`config.mk`:
```
export PLATFORM = sky130hd
export DESIGN_NAME = mem_req_splitter
export DESIGN_NICKNAME = d
export VERILOG_FILES = /design/src/rtl/mem_req_splitter_pkg.sv /design/src/rtl/mem_req_splitter.sv
export SDC_FILE = /design/constraint.sdc
export NUM_CORES = 1
export LEC_CHECK = 0
export BUFFER_PORTS_ARGS = -buffer_cell sky130_fd_sc_hd__buf_4
export CAP_MARGIN = 0
export CORE_UTILIZATION = 56
export CTS_CLUSTER_SIZE = 25
export DETAILED_ROUTE_END_ITERATION = 6
export PLACE_DENSITY_LB_ADDON = 0.05
export SYNTH_ARGS = -nofsm -noshare
export SYNTH_HDL_FRONTEND = slang
export SYNTH_SLANG_ARGS = --single-unit
export TNS_END_PERCENT = 20
```
`constraint.sdc`:
```
create_clock -name aclk -period 6 [get_ports aclk]
set_clock_uncertainty 0.15 [all_clocks]
set_input_delay 0.6 -clock aclk [delete_from_list [all_inputs] [get_ports aclk]]
set_output_delay 0.6 -clock aclk [all_outputs]
set_load 0.05 [all_outputs]
```
`src/rtl/mem_req_splitter_pkg.sv`:
```
// Shared types for the memory request splitter: request payload and FSM states.
package mem_req_splitter_pkg;

  localparam int unsigned VADDR_BITS = 48;
  localparam int unsigned LEN_BITS   = 28;

  // DMA request payload; only vaddr, len, last and route_id are interpreted.
  typedef struct packed {
    logic [3:0]            opcode;
    logic [5:0]            pid;
    logic [3:0]            dest;
    logic                  host;
    logic [13:0]           route_id;
    logic                  last;
    logic [LEN_BITS-1:0]   len;
    logic [VADDR_BITS-1:0] vaddr;
  } req_t;

  localparam int unsigned REQ_BITS = $bits(req_t);

  typedef enum logic {
    IDLE = 1'b0,
    SEND = 1'b1
  } splitter_state_t;

endpackage

```
`src/rtl/mem_req_splitter.sv`:
```
// Splits authorized DMA requests into chunks that never cross a page boundary
// and never exceed MAX_XFER bytes; all other request fields pass through.
module mem_req_splitter
  import mem_req_splitter_pkg::*;
#(
  parameter int unsigned PAGE_BITS = 12,
  parameter int unsigned MAX_XFER  = 4096
) (
  input  logic                aclk,
  input  logic                aresetn,
  input  logic                s_req_valid,
  output logic                s_req_ready,
  input  logic [REQ_BITS-1:0] s_req_data,
  output logic                m_req_valid,
  input  logic                m_req_ready,
  output logic [REQ_BITS-1:0] m_req_data,
  output logic                busy,
  output logic [31:0]         stat_req_cnt,
  output logic [31:0]         stat_chunk_cnt,
  output logic [31:0]         stat_zero_cnt
);

  // One extra bit so a full page of room (2**PAGE_BITS) is representable.
  localparam int unsigned EXT_W = LEN_BITS + 1;
  localparam logic [EXT_W-1:0] PAGE_SIZE = EXT_W'(1) << PAGE_BITS;
  localparam logic [EXT_W-1:0] MAX_EXT   = EXT_W'(MAX_XFER);

  splitter_state_t state_q, state_d;
  req_t            cur_q, cur_d;     // vaddr = next chunk address, len = bytes remaining
  logic [LEN_BITS-1:0] chunk_q, chunk_d;
  logic            last_q, last_d;
  logic            s_ready_q, s_ready_d;
  logic            m_valid_q, m_valid_d;
  logic            busy_q, busy_d;
  logic [31:0]     req_cnt_q, req_cnt_d;
  logic [31:0]     chunk_cnt_q, chunk_cnt_d;
  logic [31:0]     zero_cnt_q, zero_cnt_d;
  req_t            in_req;
  req_t            out_req;

  function automatic logic [EXT_W-1:0] min3(input logic [EXT_W-1:0] a,
                                            input logic [EXT_W-1:0] b,
                                            input logic [EXT_W-1:0] c);
    logic [EXT_W-1:0] m;
    m = a;
    if (b < m) m = b;
    if (c < m) m = c;
    return m;
  endfunction

  // Largest chunk allowed from the given page offset with rem bytes left.
  function automatic logic [LEN_BITS-1:0] chunk_of(input logic [PAGE_BITS-1:0] off,
                                                   input logic [LEN_BITS-1:0]  rem);
    logic [EXT_W-1:0] room;
    room = PAGE_SIZE - EXT_W'(off);
    return LEN_BITS'(min3(EXT_W'(rem), room, MAX_EXT));
  endfunction

  assign in_req = s_req_data;

  // Next-state, datapath and counter update logic.
  always_comb begin
    state_d     = state_q;
    cur_d       = cur_q;
    chunk_d     = chunk_q;
    last_d      = last_q;
    req_cnt_d   = req_cnt_q;
    chunk_cnt_d = chunk_cnt_q;
    zero_cnt_d  = zero_cnt_q;
    s_ready_d   = 1'b0;
    m_valid_d   = 1'b0;
    busy_d      = 1'b0;

    case (state_q)
      IDLE: begin
        if (s_req_valid && s_ready_q) begin
          if (in_req.len != '0) begin
            cur_d     = in_req;
            chunk_d   = chunk_of(in_req.vaddr[PAGE_BITS-1:0], in_req.len);
            last_d    = in_req.last && (chunk_d == in_req.len);
            req_cnt_d = req_cnt_q + 32'd1;
            state_d   = SEND;
          end else begin
            zero_cnt_d = zero_cnt_q + 32'd1;
          end
        end
      end
      SEND: begin
        if (m_valid_q && m_req_ready) begin
          chunk_cnt_d = chunk_cnt_q + 32'd1;
          if (chunk_q == cur_q.len) begin
            state_d = IDLE;
          end else begin
            cur_d.vaddr = cur_q.vaddr + VADDR_BITS'(chunk_q);
            cur_d.len   = cur_q.len - chunk_q;
            chunk_d     = chunk_of(cur_d.vaddr[PAGE_BITS-1:0], cur_d.len);
            last_d      = cur_q.last && (chunk_d == cur_d.len);
          end
        end
      end
      default: state_d = IDLE;
    endcase

    s_ready_d = (state_d == IDLE);
    m_valid_d = (state_d == SEND);
    busy_d    = (state_d == SEND);
  end

  // State and handshake flags; ready stays low while reset is asserted.
  always_ff @(posedge aclk or negedge aresetn) begin
    if (!aresetn) begin
      state_q   <= IDLE;
      s_ready_q <= 1'b0;
      m_valid_q <= 1'b0;
      busy_q    <= 1'b0;
    end else begin
      state_q   <= state_d;
      s_ready_q <= s_ready_d;
      m_valid_q <= m_valid_d;
      busy_q    <= busy_d;
    end
  end

  // Held request, registered chunk size and statistics counters.
  always_ff @(posedge aclk or negedge aresetn) begin
    if (!aresetn) begin
      cur_q       <= '0;
      chunk_q     <= '0;
      last_q      <= 1'b0;
      req_cnt_q   <= '0;
      chunk_cnt_q <= '0;
      zero_cnt_q  <= '0;
    end else begin
      cur_q       <= cur_d;
      chunk_q     <= chunk_d;
      last_q      <= last_d;
      req_cnt_q   <= req_cnt_d;
      chunk_cnt_q <= chunk_cnt_d;
      zero_cnt_q  <= zero_cnt_d;
    end
  end

  // Outgoing chunk: held request with the current address and chunk length.
  always_comb begin
    out_req      = cur_q;
    out_req.len  = chunk_q;
    out_req.last = last_q;
  end

  assign m_req_data     = out_req;
  assign m_req_valid    = m_valid_q;
  assign s_req_ready    = s_ready_q;
  assign busy           = busy_q;
  assign stat_req_cnt   = req_cnt_q;
  assign stat_chunk_cnt = chunk_cnt_q;
  assign stat_zero_cnt  = zero_cnt_q;

endmodule
```
==> metrics, run 1 <==
die width 168.7 um; worst path cell trace ha_1 > inv_1 > fa_1 > and2b_1 > o2111ai_1 > a31o_2 > a311oi_2 > nand2_1 > or3b_1 > nor4_1 > ha_1 > nand4_1 > o21ai_1 > nor3b_4 > buf_4 > mux2_2 > a221o_1; Worst-Margin Slew 1.112 ns; Clock Power Share 0.158; hold crit path type in -> async; area grow syn2layout 20.19%; DP HPWL 33350 um; vias 13.97k; Cell Pwr Density 611.5 nW/um^2; Post-synth top flop dfrtp_1; unrepaired setup endpoints after global routing no; Clk Latency, worst-skew pair 0.55 ns; drt first pass iters 7; Crit Path Category reg -> reg; largest net degree at the start of global routing 114; IO buf count 314; Worst R2R Start chunk_q[0]$_DFFE_PN0P_; Pint 5.730 mW; Flop pwr share 0.206; CP endpoint kind flop; syn_nets 1993; post-synthesis register bit count 233; clk buf depth 3; WHS -0.02736 ns; worst reg-to-reg path cell count 17; worst-path fanout max 14; crit-path leading delay family simple AND/OR/NAND/NOR gates; failing checks negative hold slack; vias in the first global route 13.50k; Seq/Total Area, Yosys 0.3745; Initial Utilization 0.5745; cts bufs inserted 27; most used cell, CP ha_1; Worst setup SP type flop; Setup TNS 0 ns; most common cell after layout, fill and taps aside buf_4; delay of the slowest critical-path stage 0.44 ns; total core area 27100 um^2; Synth warnings 0; CTS clock-pin slew for the worst setup and hold paths 0.06 ns; area of the multi-input gates 8623 um^2; Logic pwr share 0.636; R2R setup slack 0.42 ns; switching power total 5.713 mW; Core Rows 60; endpoints failing hold 4; worst relative slew slack 0.2517; share of cells above drive strength 1 0.2005; Util after Layout 0.6905; Post-Synthesis Cells 1797; initial antenna violation count 1; CTS H-tree lvls 1; slowest stage cell, crit path or3b_1; fraction of registers with async set/reset 1.000; DR iter-0 viols 1035; CTS tree done; Mapped Avg Cell Area 8.664 um^2; Die ar. 28470 um^2; clk sink count 233; DR WL/cell 18.40 um; DRC 0; maxcap violations 0; final setup violation count 0; Post-Layout Cell Count 2408; Fill cells 2255; WP data required 6.27 ns; final WL 44300 um; CP Buf/Inv Count 2; register area 5832 um^2; Synth cell types 79; overall power 11.44 mW; min cycle time layout 5.579 ns; worst reg2reg endpoint chunk_q[1]$_DFFE_PN0P_; Final Wtd Congestion 0.9715; Root Buffer clkbuf_16; result of the run finished, violations left; CP Data Arrival Time 5.85 ns; commonest cells after routing, fill and taps aside 330 x buf_4, 248 x nand2_1, 232 x dfrtp_1; EDFF count, synth 0; period utilization 0.9299; mapped cell area 15570 um^2; Leak Pwr 9.039 nW; placed insts 2357; vias per cell 5.803; antenna-violating nets left 0; I/O Pins 315; Die H 168.7 um; Final Net Count 2210; first-pass GRT wire length 70610 um; switch share 0.4992; GR Util All Layers 0.3083; Final Max Slew Viols 0; VDD IR-drop max 0.6198 mV; Max Clk Rate 179.2 MHz; GRT overflow 0
==> registers in the layout, summed over array words and instances (netlist names) <==
signal	cells
busy	1
chunk_q	28
cur_q	29
last_q	1
m_req_data	77
s_req_ready	1
stat_chunk_cnt	32
stat_req_cnt	32
stat_zero_cnt	32
==> cell type report <==
cell class                      instances  area share
Timing Repair Buffer                  331      0.1332
Multi-Input combinational cell       1339      0.4608
Clock inverter                         16     0.01217
Clock buffer                           34     0.04072
Sequential cell                       233      0.3116
Antenna cell                            1   0.0001337
Inverter                               82     0.01645
Tap cell                              372     0.02487
==> metrics by stage <==
stage	setup slack [ns]	area, um^2
floorplan	0.7688	15570
global placement	0.5690	17710
detailed placement	0.3915	17710
CTS	0.3145	18700
global route	0.08856	18710
finish	0.4206	18710
==> worst max path at each step <==
stage                           startpoint                 endpoint  slack [ns]  cells after the start
floorplan           chunk_q[0]$_DFFE_PN0P_   chunk_q[0]$_DFFE_PN0P_        0.77                     16
global placement    chunk_q[0]$_DFFE_PN0P_  chunk_q[10]$_DFFE_PN0P_        0.57                     17
detailed placement  chunk_q[0]$_DFFE_PN0P_  chunk_q[11]$_DFFE_PN0P_        0.39                     17
CTS                 chunk_q[0]$_DFFE_PN0P_   chunk_q[1]$_DFFE_PN0P_        0.31                     17
global route        chunk_q[0]$_DFFE_PN0P_  chunk_q[11]$_DFFE_PN0P_        0.09                     17
finish              chunk_q[0]$_DFFE_PN0P_   chunk_q[1]$_DFFE_PN0P_        0.42                     17
==> Yosys cell counts, types with 5 or more instances <==
library cell / instances / share of area
ha_1: 84 / 0.068
o211ai_1: 12 / 0.0058
xnor2_1: 105 / 0.059
nand2b_1: 9 / 0.0036
and3_1: 32 / 0.013
nand4_1: 29 / 0.012
nand2_1: 248 / 0.060
a221o_1: 14 / 0.0090
nor3b_1: 8 / 0.0039
nor4_1: 17 / 0.0068
o21bai_1: 8 / 0.0039
o21ai_0: 75 / 0.024
nand3_1: 56 / 0.018
nor2b_1: 15 / 0.0060
or3_1: 10 / 0.0040
a21oi_1: 120 / 0.039
o21a_1: 12 / 0.0058
a31oi_1: 7 / 0.0028
a21o_1: 20 / 0.0096
dfrtp_1: 233 / 0.37
o22ai_1: 18 / 0.0072
and2_1: 11 / 0.0044
o221ai_1: 5 / 0.0028
mux2_2: 8 / 0.0058
mux2i_1: 48 / 0.031
nor3_1: 45 / 0.014
nor2_1: 157 / 0.038
xor2_1: 53 / 0.030
inv_1: 81 / 0.020
clkbuf_1: 54 / 0.013
a211oi_1: 20 / 0.0096
buf_4: 79 / 0.038
and4_1: 7 / 0.0039
buf_1: 6 / 0.0014
a221oi_1: 6 / 0.0034
==> power by group through the flow <==
stage / Sequential, mW / Clock [mW] / Combinational (mW)
floorplan: 2.51 / 0 / 5.39
global placement: 2.36 / 0 / 7.01
detailed placement: 2.38 / 0 / 7.11
CTS: 2.36 / 1.83 / 7.16
global route: 2.42 / 1.89 / 7.92
finish: 2.36 / 1.80 / 7.28
==> cells by family after synthesis <==
kind of cell    synth area share
compound gates            0.1566
xor+xnor                 0.08888
fa+ha+maj                0.07007
buf+inv                  0.07401
flops                     0.3745
mux                      0.03737
simple gates              0.1986
==> timing repair <==
action                                  CTS  global route
setup buffers                             0             0
hold buffers                              0             0
endpoints found under the setup margin    0             9
resized for setup                         0             3
==> routing by layer <==
metal | share of wire | up-vias | GRT usage
li1 | - | 6698 | -
met1 | 0.45 | 6640 | 0.4344
met2 | 0.45 | 544 | 0.4903
met3 | 0.067 | 91 | 0.03998
met4 | 0.030 | 0 | 0.1043
met5 | 0 | - | 0
(Power assumes the default switching activity.)
==> run 2, diff against run 1 <==
ABC_AREA = 1   (was default)
CORE_UTILIZATION = 57   (was 56)
==> metrics, run 2 <==
Root Buffer clkbuf_16; max reg flops 77 (unchanged); min-delay src s_req_data[90]; slowest stage cell, crit path dfrtp_1; period utilization 0.9406 (+0.01068); vias in the first global route 15.72k (+16%); WP data required 6.35 ns (+0.08 ns); top post-synthesis cells by count 668 x nand2_1, 301 x inv_1, 233 x dfrtp_1; cts bufs inserted 28 (+3.7%); CP Data Arrival Time 6.00 ns (+0.15 ns); result of the run finished, violations left; Worst-Margin Slew 1.021 ns (-0.09133 ns); die width 174.5 um (+3.4%); Diodes inserted 0 (-1); unrepaired setup endpoints after global routing no; I/O Pins 315 (unchanged); final setup violation count 0 (unchanged); main combinational cell family by area after synthesis simple AND/OR/NAND/NOR gates; mux share of post-synthesis cell area 0 (-0.03737); count leader, synth nand2_1; Worst setup SP type flop; endpoints failing hold 0 (-4); Worst R2R Start chunk_q[0]$_DFFE_PN0P_; Seq/Total Area, Yosys 0.3437 (-0.03074); worst reg2reg endpoint last_q$_DFFE_PN0P_; CP endpoint kind flop; VDD IR-drop max 0.6349 mV (+2.4%); commonest cells after routing, fill and taps aside 667 x nand2_1, 324 x buf_4, 299 x inv_1; Synth warnings 0 (unchanged); drt first pass iters 7 (unchanged); met2 Use GR 0.5608 (+0.07046); worst-path fanout max 26 (+12); Worst Hold End m_req_data[90]$_DFFE_PN0P_; share of cells above drive strength 1 0.1636 (-0.03686); Cell Pwr Density 627.8 nW/um^2 (+2.7%); min cycle time layout 5.643 ns (+0.06407 ns); clk buf depth 3 (unchanged); vias per cell 5.506 (-5.1%); Final Net Count 2815 (+27%); vias 16.65k (+19%); delay of the slowest critical-path stage 0.41 ns (-0.03 ns); Mapped Avg Cell Area 7.077 um^2 (-18%); met3 Usage GRT 0.04046 (+0.0004824); synth top area cells dfrtp_1 34%, nand2_1 15%, inv_1 6.7%; fraction of registers with async set/reset 1.000 (unchanged); post-synthesis adder-cell area fraction 0.06432 (-0.005753); area grow syn2layout 18.18%; Synth top area share 0.3437 (-0.03074); post-synthesis register bit count 233 (unchanged); Hold Crit Depth 3; CTS H-tree lvls 1 (unchanged); Initial Utilization 0.5847 (+0.01014); critical path launch point chunk_q[0]$_DFFE_PN0P_; Core Rows 62 (+3.3%); hold crit path type in -> reg; Setup TNS 0 ns (unchanged); first-pass GRT wire length 80870 um (+15%); maxcap violations 0 (unchanged); gr busiest metal met2; worst reg-to-reg path cell count 37 (+20); total core area 29010 um^2 (+7.1%); Clk Latency, worst-skew pair 0.57 ns (+0.02 ns); Simple-Gate Fraction of Synth Area 0.2903 (+0.09169); CTS tree done; CTS clock-pin slew for the worst setup and hold paths 0.06 ns (about the same); failing checks design-rule violations; met1 Usage GRT 0.4292 (-0.005176); initial antenna violation count 0 (-1); Post-synth top flop dfrtp_1; largest net degree at the start of global routing 125 (+9.6%); Max Clk Rate 177.2 MHz (-1.1%); Post-Synthesis Cells 2397 (+33%); cell area after layout 20050 um^2 (+7.1%); GR Util All Layers 0.3298 (+0.02142); Post-Synth XOR/XNOR Area 0.07885 (-0.01003); Die H 174.5 um (+3.4%); post-synthesis compound-gate area fraction 0.1037 (-0.05291); Die ar. 30450 um^2 (+6.9%); EDFF count, synth 0 (unchanged); largest area contributor in the netlist dfrtp_1; dpl cell area 19070 um^2 (+7.7%); Final Max Slew Viols 0 (unchanged); syn_nets 2593 (+30%); DRC 2 (+2); clk sink count 233 (unchanged); worst relative slew slack 0.3132 (+0.06145); DP HPWL 39570 um (+19%); mapped cell area 16960 um^2 (+8.9%); antenna-violating nets left 0 (unchanged); Crit Path Category reg -> reg; DR WL/cell 16.97 um (-7.7%); DR iter-0 viols 1229 (+19%); R2R setup slack 0.36 ns (-0.06 ns); most used cell, CP nand2_1; Final Wtd Congestion 0.9727 (+0.12%); Synth cell types 55 (-30%); final WL 51320 um (+16%); Leak Pwr 10.89 nW (+21%); most common cell after layout, fill and taps aside nand2_1; IO buf count 314 (unchanged); GRT overflow 0 (unchanged)
==> run 2: cell types whose count changed in the layout (fill, tap and decap cells not counted), moves of 47 or more <==
| cell | delta |
|---|---|
| inv_1 | +218 |
| xor2_1 | +58 |
| mux2i_1 | -47 |
| xnor2_1 | -67 |
| nand3_1 | +58 |
| nor2_1 | +64 |
| nand2_1 | +419 |
==> run 2: repair_timing <==
| action | 4_1_cts | 5_1_grt |
|---|---|---|
| gates resized for setup | 0 | 0 |
| buffers inserted | 0 | 1 |
| hold buffers | 1 | 0 |
| endpoints found under the setup margin | 0 | 1 |
| hold endpoints to repair | 1 | 0 |
==> run 2: stage by stage <==
step           setup slack, ns  hold slack, ns  std cells  utilization  power [mW]
2_1_floorplan           0.9794          0.1544       2397            -       8.648
3_3_place_gp            0.6213          0.3063       2971       0.6572       10.64
3_5_place_dp            0.4375          0.3120       2971       0.6572       10.70
4_1_cts                 0.4456         0.04946       3023       0.6903       12.49
5_1_grt                0.03001         0.06668       3024       0.6910       13.53
6_report                0.3566         0.07248       3024       0.6910       12.59
==> run 2: cells by family (layout without fill, tap and decap cells) <==
| kind of cell | after synthesis | in the layout |
|---|---|---|
| AOI/OAI and AO/OA | 326 | 326 |
| buffers and inverters | 447 | 690 |
| DFF | 233 | 233 |
| xor gates and xnor gates | 151 | 151 |
| adders and majority gates | 86 | 86 |
| and+or+nand+nor | 1154 | 1154 |
==> run 2: routing by layer <==
layer	share of wire	vias to the layer above	wire (um)
li1	-	8050	-
met1	0.42	7838	21610
met2	0.48	640	24730
met3	0.061	122	3145
met4	0.036	0	1836
met5	0	-	0
==> run 2: worst max path at each step <==
| stage | end | slack, ns | depth (start not counted) |
|---|---|---|---|
| floorplan | last_q$_DFFE_PN0P_ | 0.98 | 38 |
| global placement | last_q$_DFFE_PN0P_ | 0.62 | 31 |
| detailed placement | last_q$_DFFE_PN0P_ | 0.44 | 36 |
| CTS | last_q$_DFFE_PN0P_ | 0.45 | 36 |
| global route | last_q$_DFFE_PN0P_ | 0.03 | 37 |
| finish | last_q$_DFFE_PN0P_ | 0.36 | 37 |
==> run 2: cell type report <==
| type | count | area (um^2) |
|---|---|---|
| Multi-Input combinational cell | 1717 | 9121 |
| Inverter | 311 | 1167 |
| Sequential cell | 233 | 5832 |
| Clock inverter | 10 | 108.9 |
| Fill cell | 2462 | 8966 |
| Tap cell | 384 | 480.5 |
| Timing Repair Buffer | 328 | 2497 |
| Clock buffer | 41 | 839.6 |
==> run 2: power breakdown <==
group          switching (mW)  internal [mW]  total (mW)
clock                   0.705           1.01        1.72
combinational            5.86           2.61        8.47
sequential              0.392           2.01        2.40
==> run 2: worst max-delay path: cells and delay by family (launching register included) <==
| kind | cells | cell delay [ns] |
|---|---|---|
| DFF | 1 | 0.41 |
| adders and majority gates | 3 | 0.88 |
| and+or+nand+nor | 23 | 2.82 |
| xor gates and xnor gates | 1 | 0.29 |
| buffers and inverters | 6 | 0.54 |
| AOI/OAI and AO/OA | 4 | 0.50 |
